==> src/rtl/anton_neopixel_apb_bridge.sv <==
// APB3 slave that turns 32-bit transfers into single-cycle byte strobes on the
// neopixel peripheral bus: byte, register and packed (4 pixels per word) windows.
//
// state | meaning
// IDLE  | waiting for an access phase; latches and decodes the transfer
// ISSUE | one bus slot visible per cycle; a write completes on its last slot
// DRAIN | waiting READ_LATENCY cycles for the last read bytes to return
// DONE  | PREADY high for one cycle with PRDATA/PSLVERR valid
module anton_neopixel_apb_bridge #(
  parameter int PIXELS_MAX   = 66,
  parameter int READ_LATENCY = 1
) (
  input  logic        busClk,
  input  logic        busRstN,
  input  logic        PSEL,
  input  logic        PENABLE,
  input  logic        PWRITE,
  input  logic [15:0] PADDR,
  input  logic [31:0] PWDATA,
  output logic [31:0] PRDATA,
  output logic        PREADY,
  output logic        PSLVERR,
  output logic [13:0] busAddr,
  output logic [7:0]  busDataIn,
  output logic        busWrite,
  output logic        busRead,
  input  logic [7:0]  busDataOut
);

  localparam logic [1:0] ST_IDLE  = 2'd0;
  localparam logic [1:0] ST_ISSUE = 2'd1;
  localparam logic [1:0] ST_DRAIN = 2'd2;
  localparam logic [1:0] ST_DONE  = 2'd3;

  localparam logic [14:0] PIX_MAX   = 15'(PIXELS_MAX);
  localparam logic [1:0]  DRAIN_TOP = 2'(READ_LATENCY - 1);

  logic [1:0]  state;
  logic [15:2] addr_q;
  logic [31:0] wdata_q;
  logic        write_q;
  logic [1:0]  slot;
  logic [1:0]  drain_cnt;
  logic [2:0]  tag_pipe [0:4];
  logic [31:0] rd_acc;
  logic [31:0] rd_acc_nxt;

  logic [15:2] cur_addr;
  logic [31:0] cur_wdata;
  logic        cur_write;
  logic [11:0] cur_w;
  logic        cur_packed;
  logic        cur_reg;
  logic        cur_err;
  logic [1:0]  last_slot;
  logic [1:0]  nxt_slot;
  logic [13:0] pix_base;
  logic [13:0] slot_pix;
  logic [13:0] slot_addr;
  logic        slot_skip;
  logic [7:0]  slot_data;
  logic [1:0]  slot_lane;
  logic        access;
  logic        do_issue;
  logic        unused_paddr;

  assign unused_paddr = ^PADDR[1:0];
  assign access = PSEL && PENABLE;

  // In IDLE the first slot is set up straight from the APB inputs; later slots
  // come from the latched copy so mid-transfer bus changes are ignored.
  always_comb begin
    cur_addr   = (state == ST_IDLE) ? PADDR[15:2] : addr_q;
    cur_wdata  = (state == ST_IDLE) ? PWDATA : wdata_q;
    cur_write  = (state == ST_IDLE) ? PWRITE : write_q;
    cur_w      = cur_addr[13:2];
    cur_packed = cur_addr[15];
    cur_reg    = (cur_addr[15:14] == 2'b01);
    pix_base   = {cur_w, 2'b00};
    last_slot  = cur_packed ? 2'd3 : 2'd0;
    nxt_slot   = (state == ST_IDLE) ? 2'd0 : slot + 2'd1;
    slot_pix   = pix_base + {12'd0, nxt_slot};
    if (cur_packed)   cur_err = ({1'b0, pix_base} >= PIX_MAX);
    else if (cur_reg) cur_err = (cur_addr[13:4] != 10'd0);
    else              cur_err = ({3'b000, cur_w} >= PIX_MAX);
    if (cur_packed)   slot_addr = slot_pix;
    else if (cur_reg) slot_addr = 14'h2000 | {12'd0, cur_addr[3:2]};
    else              slot_addr = {2'b00, cur_w};
    slot_skip = cur_packed && ({1'b0, slot_pix} >= PIX_MAX);
    slot_lane = cur_packed ? nxt_slot : 2'd0;
    slot_data = cur_packed ? cur_wdata[{nxt_slot, 3'b000} +: 8] : cur_wdata[7:0];
    do_issue  = ((state == ST_IDLE) && access && !cur_err) ||
                ((state == ST_ISSUE) && (slot != last_slot));
  end

  // Tag = {capture, lane}; it reaches stage READ_LATENCY when its byte is valid.
  always_comb begin
    rd_acc_nxt = rd_acc;
    if (tag_pipe[READ_LATENCY][2])
      rd_acc_nxt[{tag_pipe[READ_LATENCY][1:0], 3'b000} +: 8] = busDataOut;
  end

  always_ff @(posedge busClk or negedge busRstN) begin
    if (!busRstN) begin
      state     <= ST_IDLE;
      addr_q    <= '0;
      wdata_q   <= '0;
      write_q   <= 1'b0;
      slot      <= '0;
      drain_cnt <= '0;
      rd_acc    <= '0;
      PRDATA    <= '0;
      PREADY    <= 1'b0;
      PSLVERR   <= 1'b0;
      busAddr   <= '0;
      busDataIn <= '0;
      busWrite  <= 1'b0;
      busRead   <= 1'b0;
      for (int k = 0; k < 5; k++) tag_pipe[k] <= '0;
    end else begin
      busWrite    <= 1'b0;
      busRead     <= 1'b0;
      tag_pipe[0] <= '0;
      for (int k = 1; k < 5; k++) tag_pipe[k] <= tag_pipe[k-1];
      rd_acc      <= rd_acc_nxt;

      if (do_issue) begin
        if (!slot_skip) begin
          busAddr  <= slot_addr;
          busWrite <= cur_write;
          busRead  <= !cur_write;
          if (cur_write) busDataIn <= slot_data;
        end
        tag_pipe[0] <= {!cur_write && !slot_skip, slot_lane};
        if (cur_write && (nxt_slot == last_slot)) begin
          PREADY  <= 1'b1;
          PSLVERR <= 1'b0;
        end
      end

      case (state)
        ST_IDLE: begin
          if (access) begin
            addr_q  <= PADDR[15:2];
            wdata_q <= PWDATA;
            write_q <= PWRITE;
            rd_acc  <= '0;
            slot    <= '0;
            if (cur_err) begin
              state   <= ST_DONE;
              PREADY  <= 1'b1;
              PSLVERR <= 1'b1;
              if (!PWRITE) PRDATA <= '0;
            end else begin
              state <= ST_ISSUE;
            end
          end
        end
        ST_ISSUE: begin
          if (slot == last_slot) begin
            PREADY <= 1'b0;
            if (write_q) begin
              state <= ST_IDLE;
            end else begin
              state     <= ST_DRAIN;
              drain_cnt <= DRAIN_TOP;
            end
          end else begin
            slot <= slot + 2'd1;
          end
        end
        ST_DRAIN: begin
          if (drain_cnt == 2'd0) begin
            state   <= ST_DONE;
            PREADY  <= 1'b1;
            PSLVERR <= 1'b0;
            PRDATA  <= rd_acc_nxt;
          end else begin
            drain_cnt <= drain_cnt - 2'd1;
          end
        end
        default: begin
          PREADY  <= 1'b0;
          PSLVERR <= 1'b0;
          state   <= ST_IDLE;
        end
      endcase
    end
  end

endmodule
==> config.mk <==
export PLATFORM = sky130hd
export DESIGN_NAME = anton_neopixel_apb_bridge
export DESIGN_NICKNAME = d
export VERILOG_FILES = /design/src/rtl/anton_neopixel_apb_bridge.sv
export SDC_FILE = /design/constraint.sdc
export NUM_CORES = 1
export LEC_CHECK = 0
export CAP_MARGIN = 20
export CORE_ASPECT_RATIO = 1.1
export CORE_MARGIN = 2
export CORE_UTILIZATION = 40
export DETAILED_ROUTE_END_ITERATION = 7
export GPL_ROUTABILITY_DRIVEN = 0
export PLACE_DENSITY = 0.72
export SLEW_MARGIN = 20
export SYNTH_ARGS = -nofsm -noshare
export SYNTH_HDL_FRONTEND = slang
export SYNTH_SLANG_ARGS = --single-unit
export TNS_END_PERCENT = 1
==> constraint.sdc <==
create_clock -name busClk -period 3.9 [get_ports busClk]
set_input_delay 0.78 -clock busClk [delete_from_list [all_inputs] [get_ports busClk]]
set_output_delay 0.78 -clock busClk [all_outputs]
set_load 0.01 [all_outputs]
# == After elaboration in Yosys (flattened, before gate mapping) ==
# Index checks and enable logic that the tools add are counted.
# word_totals
in_bits,61
elab_cells,116
out_inout_bits,58
regBits,149
# classes
add_sub_neg,4
n_bitwise,1
eq_ne,14
mux,51
n_shift,3
n_reduce_logical,24
n_lt_le_gt_ge,3
# op_table
cell,count
32-bit 2-to-1 mux,8
32-bit case mux with 2 select lines,1
14-bit 2-to-1 mux,3
32-bit bitwise mux,1
8-bit by 7-bit variable shift with 32-bit output (first input constant),1
32-bit by 6-bit variable part select with 8-bit output,1
8-bit by 7-bit variable part select with 32-bit output,1
14-bit by 7-bit >= comparator with 1-bit output (second input constant),2
2-bit 2-to-1 mux,13
1-bit 2-to-1 mux,18
14-bit by 2-bit adder with 14-bit output,1
2-bit != test (second input constant),7
12-bit by 7-bit >= comparator with 1-bit output (second input constant),1
10-bit nonzero test,1
3-bit AND reduction,3
8-bit 2-to-1 mux,1
2-bit case mux with 2 select lines,2
1-bit logical AND,7
5-bit negation with 7-bit output,1
1-bit case mux with 3 select lines,2
2-bit case mux with 3 select lines,1
2-bit nonzero test,3
5-bit AND reduction,1
2-bit by 1-bit equality test with 1-bit output (second input constant),2
other kinds (13),18

# == Depth between registers and ports, before layout ==
# Gate-level depths: netlist of run 1.
# logic_depth
depth_word,12
ltp_mapped,12
ltp_nobuf,9

# == Worst setup path before layout of run 1 ==
# Ideal clock, no wire load.
# synth_path
path_type,in2reg
startpoint,input PADDR[15]
endpoint,register PRDATA[2]
path_slack_ns,1.025
required_time_ns,3.780
setup_time_ns,0.120
stages,9
n_path_buf,2
arrival_time_ns,2.755
cell_sequence,or4b_1 -> o21ai_2 -> inv_2 -> a2111oi_4 -> o32ai_1 -> or4_1 -> buf_2 -> buf_6 -> a31o_1
# synth_via
elab_chain_cells,6
# synth_rtl
element,line,text
"start, declared",18,"input logic [15:0] PADDR,"
14-bit 2-to-1 mux *,73,cur_addr = (state == ST_IDLE) ? PADDR[15:2] : addr_q;
2-bit by 1-bit equality test with 1-bit output,78,cur_reg = (cur_addr[15:14] == 2'b01);
1-bit 2-to-1 mux,84,else if (cur_reg) cur_err = (cur_addr[13:4] != 10'd0);
1-bit 2-to-1 mux *,83,"if (cur_packed) cur_err = ({1'b0, pix_base} >= PIX_MAX);"
2-bit != test (no line) *,n/a,
5-bit AND reduction (no line) *,n/a,
"end signal, assigned",177,PRDATA <= rd_acc_nxt;
"end, declared",20,"output logic [31:0] PRDATA,"
# Mark *: on every way between the ends. The rest lies on a longest branch, timed or not.
# A chain may end at the register's enable or synchronous reset.

# == Worst setup path in the final report of run 1 ==
# layout_path
startpoint,input PADDR[14]
endpoint,register PRDATA[0]
# layout_via
elab_chain_cells,6
# layout_rtl
element,line
14-bit 2-to-1 mux,73
2-bit by 1-bit equality test with 1-bit output,78
1-bit 2-to-1 mux,84
1-bit 2-to-1 mux,83
2-bit != test (no line),n/a
5-bit AND reduction (no line),n/a
# No other way between the ends.

==> results summary, run 1 <==
In this run the worst path has a maximum fanout of 32. The most instantiated flip-flop cell in the synthesis netlist is sky130_fd_sc_hd__dfrtp_1. Headroom to the max-slew limit came out at 43.3%. The global router's overall resource usage is 18.6%. The detail-routed via count per cell is 5.32. The boundary pin count is 119. Timing analysis after detailed placement gives a worst setup slack of between 200 and 300 ps. The floorplan die width came out at 128 µm. The final count of hold timing violations came out at 0. The total of buffers placed on input and output ports came out at ~120.

The total number of nets in the final design came out at about 860. The power density over cell area came out at 724 mW/mm². The die footprint is 0.0180 mm². The placement row count is 49. The largest net degree at the start of global routing is 83. The library cell used as clock root buffer is sky130_fd_sc_hd__clkbuf_16. Counting the fill cells in the layout gives roughly 1500. The post-synthesis average cell area is 9.96 µm². The post-cts resize count is 0. The source-to-sink clock delay at the later pin of the worst-skew pair is 430 ps. In the final layout, the share of cells above drive strength 1 is 11.8%. In this run, the number of DRC markers left after iteration 0 of detailed routing was 304. The portion of synthesized cell area occupied by the leading cell type is 54.7%. The number of iterations in the first detailed-routing pass is 4. The mapped cell area is 0.00677 mm². The number of library cell types mapped by synthesis is 51. In this run the post-CTS setup repair buffer count came out at 0.

The sequential element share of the synthesized area came out at 54.7%. The final setup violation count is 0. The final worst-path setup slack is approximately 670 ps. The number of buffers on the longest clock path is 2. The post-detailed-routing wire length came out at 16100 µm.

The first global-routing pass estimated 26500 µm of wire. The measured slew at the worst slew-check pin came out at 850 ps. The number of hold buffers added after CTS was 0. The final critical-path required period came out at around 3200 ps. The aggregate negative setup slack is 0 ps. The total leakage power is approximately 4 nW. The number of synthesized flops with an enable pin came out at 0. The worst voltage drop across the vdd grid is 0.000421 V.

The area of the core region came out at around 0.016 mm². The cell count after synthesis came out at 680. The H-tree depth came out at 4. The post-detailed-placement half-perimeter wirelength came out at 10900 µm. Setup repair after global routing left no endpoint under its margin.

The standard cell with the maximum stage delay on the critical path is sky130_fd_sc_hd__clkdlybuf4s50_1. The endpoint kind of the worst setup timing path is a flop. The repair_antennas step left the layout with diodes totalling 0.

The routed length per placed instance is 15.9 µm. The count of antenna-violating nets left after detailed routing came out at 0. The worst setup path is launched from an input port. The initial antenna violation count was 0.

Static timing analysis puts the maximum clock frequency at 0.310 GHz. The total area of multi-input combinational cells is 0.00285 mm². The path class of the tightest hold or removal check is flop to flop. The clock input transition at the sequential cells of the worst setup and hold paths came out at approximately 60 ps. The cell count of the worst reg-to-reg path came out at 8.

The share of async-settable or async-resettable flops after synthesis is 100%. The starting density of the core came out at 41.1%. Wire segments on met2 add up to 7700 µm in the final route.

Walking the worst path, the cells encountered are clkdlybuf4s50_1 > or4b_1 > o21ai_2 > inv_2 > a2111oi_4 > o32ai_1 > or4_1 > buf_4 > a31o_2. During synthesis, Yosys emitted a total of 0 warnings. sky130_fd_sc_hd__nand2_1 is the most common cell in the netlist. The flow ran to the end, and the final reports show no timing, DRC or antenna violations. The worst hold path depth came out at 0.

The worst endpoint data arrival time is 3540 ps. The required time reported for the critical path endpoint is 4210 ps. The vertical extent of the die came out at 140 µm. The sink count of the clock tree is around 150.

The maximum single-stage delay on the critical path came out at about 500 ps. The area of all sequential standard cells came out at 0.00370 mm². The met1 layer wirelength in the final routing came out at 7350 µm. The met3 routed wirelength came out at 799 µm. The flip-flop and latch count after synthesis is between 100 and 150. Ranked by instance count, the synthesized netlist is headed by sky130_fd_sc_hd__nand2_1 (165), sky130_fd_sc_hd__dfrtp_1 (148), sky130_fd_sc_hd__nor2_1 (81). The number of remaining DRC errors is 0.

The highest metal layer carrying signal wires in the routed design is met4. The synthesized design spends more area on one cell type than any other, namely sky130_fd_sc_hd__dfrtp_1. The clock tree skew after final layout is 14.3 ps. The total count of max-transition violations in the final report is 0. The post-synthesis net count came out at 749. The CTS tree is built. From synthesis to final layout, the design area changed by 28.8%. The via count of the first global-routing pass is 5187. The tool flagged a number of max-cap violations equal to 0. The fraction of the cycle the final worst path needs is 82.8%. For this run the aggregate overflow at the end of global routing stands at 0. The setup path with the least slack is of type input port to flop. The total via count after detailed routing is 5365. By area the synthesized netlist is led by sky130_fd_sc_hd__dfrtp_1 (55%), sky130_fd_sc_hd__nand2_1 (9.1%), sky130_fd_sc_hd__nor2_1 (4.5%).

The clock buffer count from CTS is 17.
-- final timing paths --
check / startpoint / end / slack [ps]
min in group asynchronous: busRstN / addr_q[7] / 390
max: PADDR[14] / PRDATA[0] / 670
min reg2reg: tag_pipe[12] / tag_pipe[9] / 350
min: tag_pipe[12] / tag_pipe[9] / 350
max reg2reg: state[0] / PRDATA[0] / 920
max in group asynchronous: busRstN / wdata_q[10] / 2680
-- kinds of logic after synthesis --
family | share of synthesized area [%]
AND/OR/NAND/NOR | 18.7
flip-flops | 54.7
AO/OA/AOI/OAI | 14.9
buffers and inverters | 3.53
multiplexers | 6.52
adder cells (fa/ha/maj) | 1.48
XOR/XNOR | 0.129
-- state kept, by name (all words and copies together), names as in the netlist, 2 cells and up --
name	cells
PRDATA	32
rd_acc	32
wdata_q	32
addr_q	14
busAddr	14
busDataIn	8
tag_pipe	5
drain_cnt	2
slot	2
state	2
-- worst max-delay path: cells and delay by family --
family	cells	cell delay [ps]
compound gates	4	1010
simple gates	2	880
buf+inv	3	850
-- layout make-up --
type | count | area share, %
Clock buffer | 17 | 4.87
Clock inverter | 15 | 1.82
Inverter | 9 | 0.387
Multi-Input combinational cell | 481 | 32.6
Sequential cell | 148 | 42.4
Tap cell | 204 | 2.92
Timing Repair Buffer | 135 | 15.0
-- metal layers --
layer	global-route usage, %	up-vias
li1	-	2596
met1	25.3	2581
met2	29.3	170
met3	4.51	18
met4	6.02	0
met5	0	-
-- power breakdown --
part / internal, mW / total (mW) / switching (mW)
Clock: 0.907 / 1.61 / 0.708
Sequential: 1.98 / 2.33 / 0.345
Combinational: 1.12 / 2.38 / 1.26
-- through the flow --
stage | hold slack [ps] | utilization [%] | total power, mW | cells | cell area (µm²)
global route | 360 | 52.9 | 6.75 | 1009 | 8730
detailed placement | 340 | 49.3 | 4.73 | 977 | 8140
global placement | 336 | 49.3 | 4.67 | 977 | 8140
CTS | 354 | 52.9 | 6.37 | 1009 | 8720
floorplan | 331 | - | 3.90 | 680 | 6770
finish | 352 | 52.9 | 6.32 | 1009 | 8730
-- cells in the final DEF (no fill, tap or decap), types with 3 or more instances in the layout --
| cell type | n |
|---|---|
| sky130_fd_sc_hd__o22ai_1 | 16 |
| sky130_fd_sc_hd__nand3b_1 | 3 |
| sky130_fd_sc_hd__or4_1 | 5 |
| sky130_fd_sc_hd__a211oi_1 | 14 |
| sky130_fd_sc_hd__and3_1 | 3 |
| sky130_fd_sc_hd__nand2b_1 | 4 |
| sky130_fd_sc_hd__clkdlybuf4s50_1 | 115 |
| sky130_fd_sc_hd__a21oi_1 | 14 |
| sky130_fd_sc_hd__nand2_1 | 165 |
| sky130_fd_sc_hd__nor2b_1 | 11 |
| sky130_fd_sc_hd__a22oi_1 | 33 |
| sky130_fd_sc_hd__buf_4 | 19 |
| sky130_fd_sc_hd__mux2_2 | 21 |
| sky130_fd_sc_hd__clkbuf_16 | 17 |
| sky130_fd_sc_hd__inv_6 | 7 |
| sky130_fd_sc_hd__ha_1 | 8 |
| sky130_fd_sc_hd__nor2_1 | 80 |
| sky130_fd_sc_hd__o21ai_0 | 10 |
| sky130_fd_sc_hd__inv_1 | 7 |
| sky130_fd_sc_hd__dfrtp_1 | 148 |
| sky130_fd_sc_hd__a31o_1 | 30 |
| sky130_fd_sc_hd__mux2i_1 | 10 |
| sky130_fd_sc_hd__nor4_1 | 5 |
| sky130_fd_sc_hd__mux2_4 | 7 |
| sky130_fd_sc_hd__nor3_1 | 7 |
| sky130_fd_sc_hd__clkinv_4 | 3 |
| sky130_fd_sc_hd__inv_8 | 3 |
| sky130_fd_sc_hd__nand3_1 | 4 |
(Power assumes the default switching activity.)
==> inputs of run 2 (changes only) <==
PLACE_DENSITY = 0.75   (was 0.72)
clock period = 2.85 ns   (was 3.9 ns; I/O delays follow)
==> run 2 against run 1 <==
Net effect:
- first-iteration DRC count rose by 29%
- critical path depth did not move
- worst setup slack got worse by 640 ps
- die area did not move
- final cell count rose by 3.6%
- clock skew fell by 1.3 ps
- register-to-register slack got worse by 810 ps
- clock power rose by 37%
- global-route usage rose by 1.1 points
- critical endpoint is now PRDATA[26]
- largest power group unchanged
- highest routed layer unchanged
==> results summary, run 2 (synthesis results as in run 1) <==
The number of hold buffers added after CTS was 0. Across the VDD grid, the largest voltage drop is 0.000556 V. The post-route netlist has 15.9% of its cells at a drive strength greater than 1.

The max-capacitance violation count is 0. The category of the worst setup path launch point is an input port. Data arrives at the worst endpoint at 3120 ps. Sequential cells burn 35.0% of the power.

The final non-filler cell total came out at 1045. The repair_antennas step left the layout with diodes totalling 0. The number of buffers on the longest clock path is 2. The run finished with clean final reports. The global-route wire length before repair came out at 28100 µm. The worst hold path class is input port to asynchronous set/reset pin. The CTS tree is built. For this run, design rule violations remaining after detail routing come to 0.

Entering global routing, the biggest net connects 69 pins. The final count of hold timing violations came out at 0. The worst-path maximum fanout is 32. The critical path in this run is classified as input port to flop.

The total leakage power came out at 4.19 nW. Including well taps, the total number of placed cells is about 1000. For this design the total switching power over the nets is 3.21 mW.

The smallest clock period supported by the final layout is computed as 2820 ps. The measured slew at the worst slew-check pin is 730 ps. The cell internal power dissipation came out at 5.76 mW. The largest registers in the layout are PRDATA x32, rd_acc x32, wdata_q x32. Global routing used 19.7% of the available tracks across all layers. Setup repair after global routing could not meet its margin everywhere. The share of total power dissipated in combinational logic is around two fifths. The clock arrives with 13.1 ps of skew. The final setup violation count came out at 0. The via count of the first global-routing pass is 5546. The fraction of the cycle the final worst path needs came out at 98.8%. Buffers placed on the I/O ports in this run total 116. In this run the vertical extent of the chip is around 140 µm.

The floorplan has ~50 rows. The worst relative slew slack is 50.9%. The number of fillers in the final layout is approximately 1400. The post-CTS setup buffer count is 0. The core region is 0.0165 mm². The total via count after detailed routing is between 5000 and 6000. The die footprint is 0.0180 mm².

Gates resized during post-CTS repair numbered 0. Static timing analysis puts the maximum clock frequency at 0.355 GHz. The library cell used most frequently in the layout, excluding fill and tap cells, is sky130_fd_sc_hd__nand2_1. The total congestion overflow is 0. The initial antenna violation count was 0. The fraction of power spent switching nets came out at between 30% and 40%. The boundary pin count came out at 119. Summed over all nets, the half-perimeter wirelength after detailed placement is ~12000 µm.

Once detail routing completed, the nets flagged for antenna violations numbered 0. The total area of multi-input combinational cells came out at 0.00288 mm². Dividing the detail-routed wire length by the instance count gives 16.2 µm. The endpoint kind of the worst setup timing path is a flop. Clock tree synthesis selected as its root buffer the cell sky130_fd_sc_hd__clkbuf_16. The floorplan die width came out at 128 µm. The routed design has 16900 µm of wire.

The sink count of the clock tree came out at 148. The worst hold slack came out at 91.2 ps. The clock buffer count from CTS came out at 17. The share of total power in the clock network is roughly 25%.

In the layout the commonest cells are sky130_fd_sc_hd__nand2_1 (165), sky130_fd_sc_hd__dfrtp_1 (148), sky130_fd_sc_hd__clkdlybuf4s50_1 (115), sky130_fd_sc_hd__nor2_1 (80), sky130_fd_sc_hd__buf_4 (52). Relative to the synthesized area, the layout overhead comes to 33.8%. The number of iterations in the first detailed-routing pass is 5. The area of all sequential standard cells came out at around 0.0037 mm². The source-to-sink clock delay at the later pin of the worst-skew pair came out at ~420 ps.

The clock input transition at the sequential cells of the worst setup and hold paths came out at 70 ps. The total count of max-transition violations in the final report is 0. The required time reported for the critical path endpoint came out at 3150 ps. The detail-routed via count per cell is around 5.3. The H-tree depth is 4. The power density over cell area is 990 mW/mm². The first routing iteration left 392 violations. For this configuration, the core starts out at a cell density of between 40 and 50%. The total number of nets in the final design came out at 897.
-- run 2: cell count changes in the layout (fill, tap and decap cells not counted), sizes merged --
cell	delta
buf	+36
clkbuf	+1
inv	-6
bufinv	+1
clkinv	+2
clkinvlp	+2
-- run 2: critical path, stage by stage --
cell and delay (ps):
sky130_fd_sc_hd__clkdlybuf4s50_1 470, sky130_fd_sc_hd__or4b_1 470, sky130_fd_sc_hd__o21ai_2 130, sky130_fd_sc_hd__inv_2 80
sky130_fd_sc_hd__a2111oi_4 350, sky130_fd_sc_hd__o32ai_2 150, sky130_fd_sc_hd__or4_4 450, sky130_fd_sc_hd__buf_12 180
sky130_fd_sc_hd__a31o_1 240
-- run 2: metrics by stage --
| stage | setup TNS (ps) | util (%) | instance area (µm²) | power, mW | setup slack, ps |
|---|---|---|---|---|---|
| after floorplan | 0 | - | 6770 | 5.34 | 185 |
| after global placement | -17260 | 51.2 | 8440 | 6.65 | -389 |
| after detailed placement | -16830 | 51.3 | 8460 | 6.76 | -373 |
| after CTS | 0 | 54.8 | 9040 | 9.00 | 49.4 |
| after global routing | -76.6 | 55.0 | 9060 | 9.57 | -19.3 |
| final | 0 | 55.0 | 9060 | 8.97 | 35.0 |
-- run 2: path summary, 6_finish.rpt --
check / from / end / slack, ps / cells after the start
min: busRstN / busAddr[5] / 90 / 1
min reg2reg: tag_pipe[12] / tag_pipe[9] / 350 / 0
max: PADDR[14] / PRDATA[26] / 30 / 9
min in group busClk: tag_pipe[12] / tag_pipe[9] / 350 / 0
max in group asynchronous: busRstN / wdata_q[1] / 1940 / 2
max reg2reg: state[1] / PRDATA[26] / 110 / 8
-- run 2: power by group through the flow --
stage | Combinational, mW | Sequential, mW | Clock, mW
after global routing | 4.00 | 3.22 | 2.35
after CTS | 3.62 | 3.14 | 2.24
final | 3.62 | 3.14 | 2.20
after global placement | 3.50 | 3.14 | 0
after detailed placement | 3.60 | 3.16 | 0
after floorplan | 2.23 | 3.10 | 0
-- run 2: per-layer routing --
| metal | up-vias | GRT usage [%] | part of all wire [%] |
|---|---|---|---|
| met4 | 0 | 6.02 | 1.4 |
| met5 | - | 0 | 0 |
| met2 | 180 | 31.7 | 50 |
| met1 | 2671 | 26.8 | 44 |
| li1 | 2670 | - | - |
| met3 | 22 | 4.09 | 4.5 |
-- run 2: layout make-up --
cell class                      count  share of cell area (%)
Sequential cell                   148                    40.9
Multi-Input combinational cell    481                    31.8
Timing Repair Buffer              171                    17.8
Clock buffer                       18                    4.74
Tap cell                          204                    2.82
Clock inverter                     14                    1.66
Inverter                            9                   0.373
==> inputs of run 3 (changes only) <==
CORE_ASPECT_RATIO = not set   (was 1.1)
==> run 3 against run 2 <==
Net effect:
- cell area increased by 0.37%
- clock power increased by 4%
- hold slack improved by 72 ps
- sequential power about the same
- die area about the same
- global-route usage decreased by 0.42 points
- non-clock buffer count decreased by 1
- first-iteration DRC count decreased by 10%
- sequential share of layout area decreased by 0.15 points
==> results summary, run 3 (synthesis results as in run 1) <==
The detail-routed via count per cell came out at between 5 and 6. Summed over all layers, the routed wires come to 16800 µm. The first detailed-routing pass took 5 iterations. CTS placed an instance of sky130_fd_sc_hd__clkbuf_16 at the clock tree root. The total number of nets in the final design came out at 896. STA classifies the critical path endpoint as a flop.

The number of antenna cells inserted is 0. The total count of max-transition violations in the final report is 0. The final critical-path required period is roughly 2800 ps.

The source-to-sink clock delay at the later pin of the worst-skew pair is 420 ps. The H-tree depth is 4. The power density over cell area came out at just under 1000 mW/mm². The max-capacitance violation count came out at 0. The worst pin sits at a relative slew slack of between 40% and 50%. The maximum operating frequency is around 0.36 GHz. After detailed routing, the number of remaining DRC violations is 0.

For this design the static power due to leakage is 4.18 nW. The clock buffer count from CTS came out at 17. The count of antenna-violating nets left after detailed routing is 0.

Clock-pin slew was measured on the worst setup and hold paths at 60 ps. Pin placement for this block handled between 100 and 150 I/O pins. The largest registers in the layout are PRDATA x32, rd_acc x32, wdata_q x32. Traced cell by cell, the critical path runs through clkdlybuf4s50_1 > or4b_1 > o21ai_2 > inv_2 > a2111oi_4 > o32ai_1 > or4_4 > buf_12 > a31o_1. The first routing iteration left approximately 350 violations. The number of buffers on the longest clock path is 2. In the layout the commonest cells are sky130_fd_sc_hd__nand2_1 (165), sky130_fd_sc_hd__dfrtp_1 (148), sky130_fd_sc_hd__clkdlybuf4s50_1 (115), sky130_fd_sc_hd__nor2_1 (80), sky130_fd_sc_hd__buf_4 (50). The global-route wire length before repair is ~28000 µm. The slowest stage of the critical path belongs to the cell sky130_fd_sc_hd__clkdlybuf4s50_1.

The worst-case IR drop observed on VDD is around 0.00055 V. The CTS tree is built. The worst hold slack came out at 164 ps. The via count of the first global-routing pass came out at 5488. The relative area change from synthesis to final layout is 34.3%.

The total of buffers placed on input and output ports is 116. The startpoint of the most critical register-to-register path is addr_q[6]. Of the available clock period, the critical path in the final layout requires 97.8%. The final count of hold timing violations came out at 0. The total congestion overflow came out at 0. The largest net degree at the start of global routing is 83. The worst hold path class is input port to asynchronous set/reset pin. The launching element of the worst setup path is PADDR[14].

The run finished with clean final reports. Power comes to 9.02 mW. The worst slack after detailed placement is -387 ps.

The floorplan die width came out at 134 µm. The filler cells instantiated in the layout total 1501. The post-detailed-placement half-perimeter wirelength is 11500 µm. The worst endpoint data arrival time came out at between 3000 and 4000 ps.

The starting density of the core is a little over 40%. The die footprint is 0.0180 mm². The initial antenna violation count came out at 0. The worst setup path is launched from an input port.

The vertical extent of the die came out at 134 µm. Setup repair after global routing could not meet its margin everywhere. At the pin with the least slew margin, the transition time is 776 ps. Dividing the detail-routed wire length by the instance count gives 15.9 µm. The buffers plus inverters on the worst setup path is 3. The critical setup path kind is input port to flop. The fraction of final layout cells with drive strength greater than 1 is ~15%. The post-CTS setup buffer count is 0. The sink count of the clock tree is 148. The clock tree skew after final layout is 8.56 ps.

The number of instances in the placed design is 1028. The most common cell after layout, fill and taps aside is sky130_fd_sc_hd__nand2_1. The total via count after detailed routing is 5543.

The area of the core region is 0.0166 mm². The kind of cell with the highest combined delay on the critical path is simple AND/OR/NAND/NOR gates. Across every metal layer, demand over resource in global routing totals 19.3%. The final setup violation count is 0. The maximum single-stage delay on the critical path came out at 500 ps. The required time reported for the critical path endpoint came out at between 3000 and 4000 ps. The final worst-path setup slack came out at between 60 and 70 ps. The placement row count is 47. Of all nets on the critical path, the largest fanout is 32.

The final non-filler cell total came out at about 1100.
==> run 3: cell types whose count changed in the layout (fill, tap and decap cells not counted) <==
cell / delta
sky130_fd_sc_hd__clkinvlp_4: +2
sky130_fd_sc_hd__buf_4: -2
sky130_fd_sc_hd__inv_6: -1
sky130_fd_sc_hd__bufinv_16: +1
sky130_fd_sc_hd__nor4b_1: +1
sky130_fd_sc_hd__o32ai_2: -1
sky130_fd_sc_hd__clkinv_2: -2
sky130_fd_sc_hd__o32ai_1: +1
sky130_fd_sc_hd__nor4b_2: -1
sky130_fd_sc_hd__a21oi_1: +1
sky130_fd_sc_hd__a21oi_2: -1
sky130_fd_sc_hd__buf_12: +1
==> run 3: final cells by class <==
class / count / area [µm²] / share of cell area [%]
Inverter: 9 / 33.8 / 0.371
Clock inverter: 14 / 176 / 1.94
Sequential cell: 148 / 3700 / 40.7
Multi-Input combinational cell: 481 / 2860 / 31.4
Timing Repair Buffer: 170 / 1620 / 17.8
Tap cell: 220 / 275 / 3.03
Clock buffer: 18 / 429 / 4.72
==> run 3: path summary, 6_finish.rpt <==
path,endpoint,slack (ps),depth (start not counted)
min,addr_q[4],160,1
max,PRDATA[17],60,9
min reg2reg,tag_pipe[10],350,0
max reg2reg,busAddr[6],90,9
max in group asynchronous,rd_acc[24],1990,2
min in group busClk,tag_pipe[10],350,0
==> run 3: metal layers <==
layer | global-route usage (%) | part of all wire (%)
met1 | 27.2 | 47
met2 | 30.1 | 47
met3 | 4.42 | 5.7
met4 | 5.09 | 1.0
met5 | 0 | 0
==> run 3: timing repair <==
item,in CTS,in global routing
hold buffers,0,0
resized for setup,0,2
endpoints found under the setup margin,0,53
hold endpoints to repair,0,0
==> run 3: through the flow <==
| stage | TNS, ps | instance area [µm²] | util (%) |
|---|---|---|---|
| after global placement | -15700 | 8470 | 51.1 |
| final | 0 | 9100 | 54.9 |
| after floorplan | 0 | 6770 | - |
| after CTS | 0 | 9080 | 54.8 |
| after detailed placement | -17550 | 8480 | 51.1 |
| after global routing | -1040 | 9100 | 54.9 |
==> run 3: report_power, final <==
| part | switching (mW) | internal, mW | total [mW] |
|---|---|---|---|
| clock network | 0.897 | 1.39 | 2.28 |
| registers | 0.407 | 2.71 | 3.12 |
| logic | 1.87 | 1.74 | 3.62 |
| total | 3.18 | 5.84 | 9.02 |
==> run 3: worst register-to-register path: cells and delay by family, from the launching register on <==
kind	cells	cell delay, ps
AOI/OAI and AO/OA	4	710
buffers and inverters	2	350
DFF	1	400
muxes	1	300
and+or+nand+nor	2	880
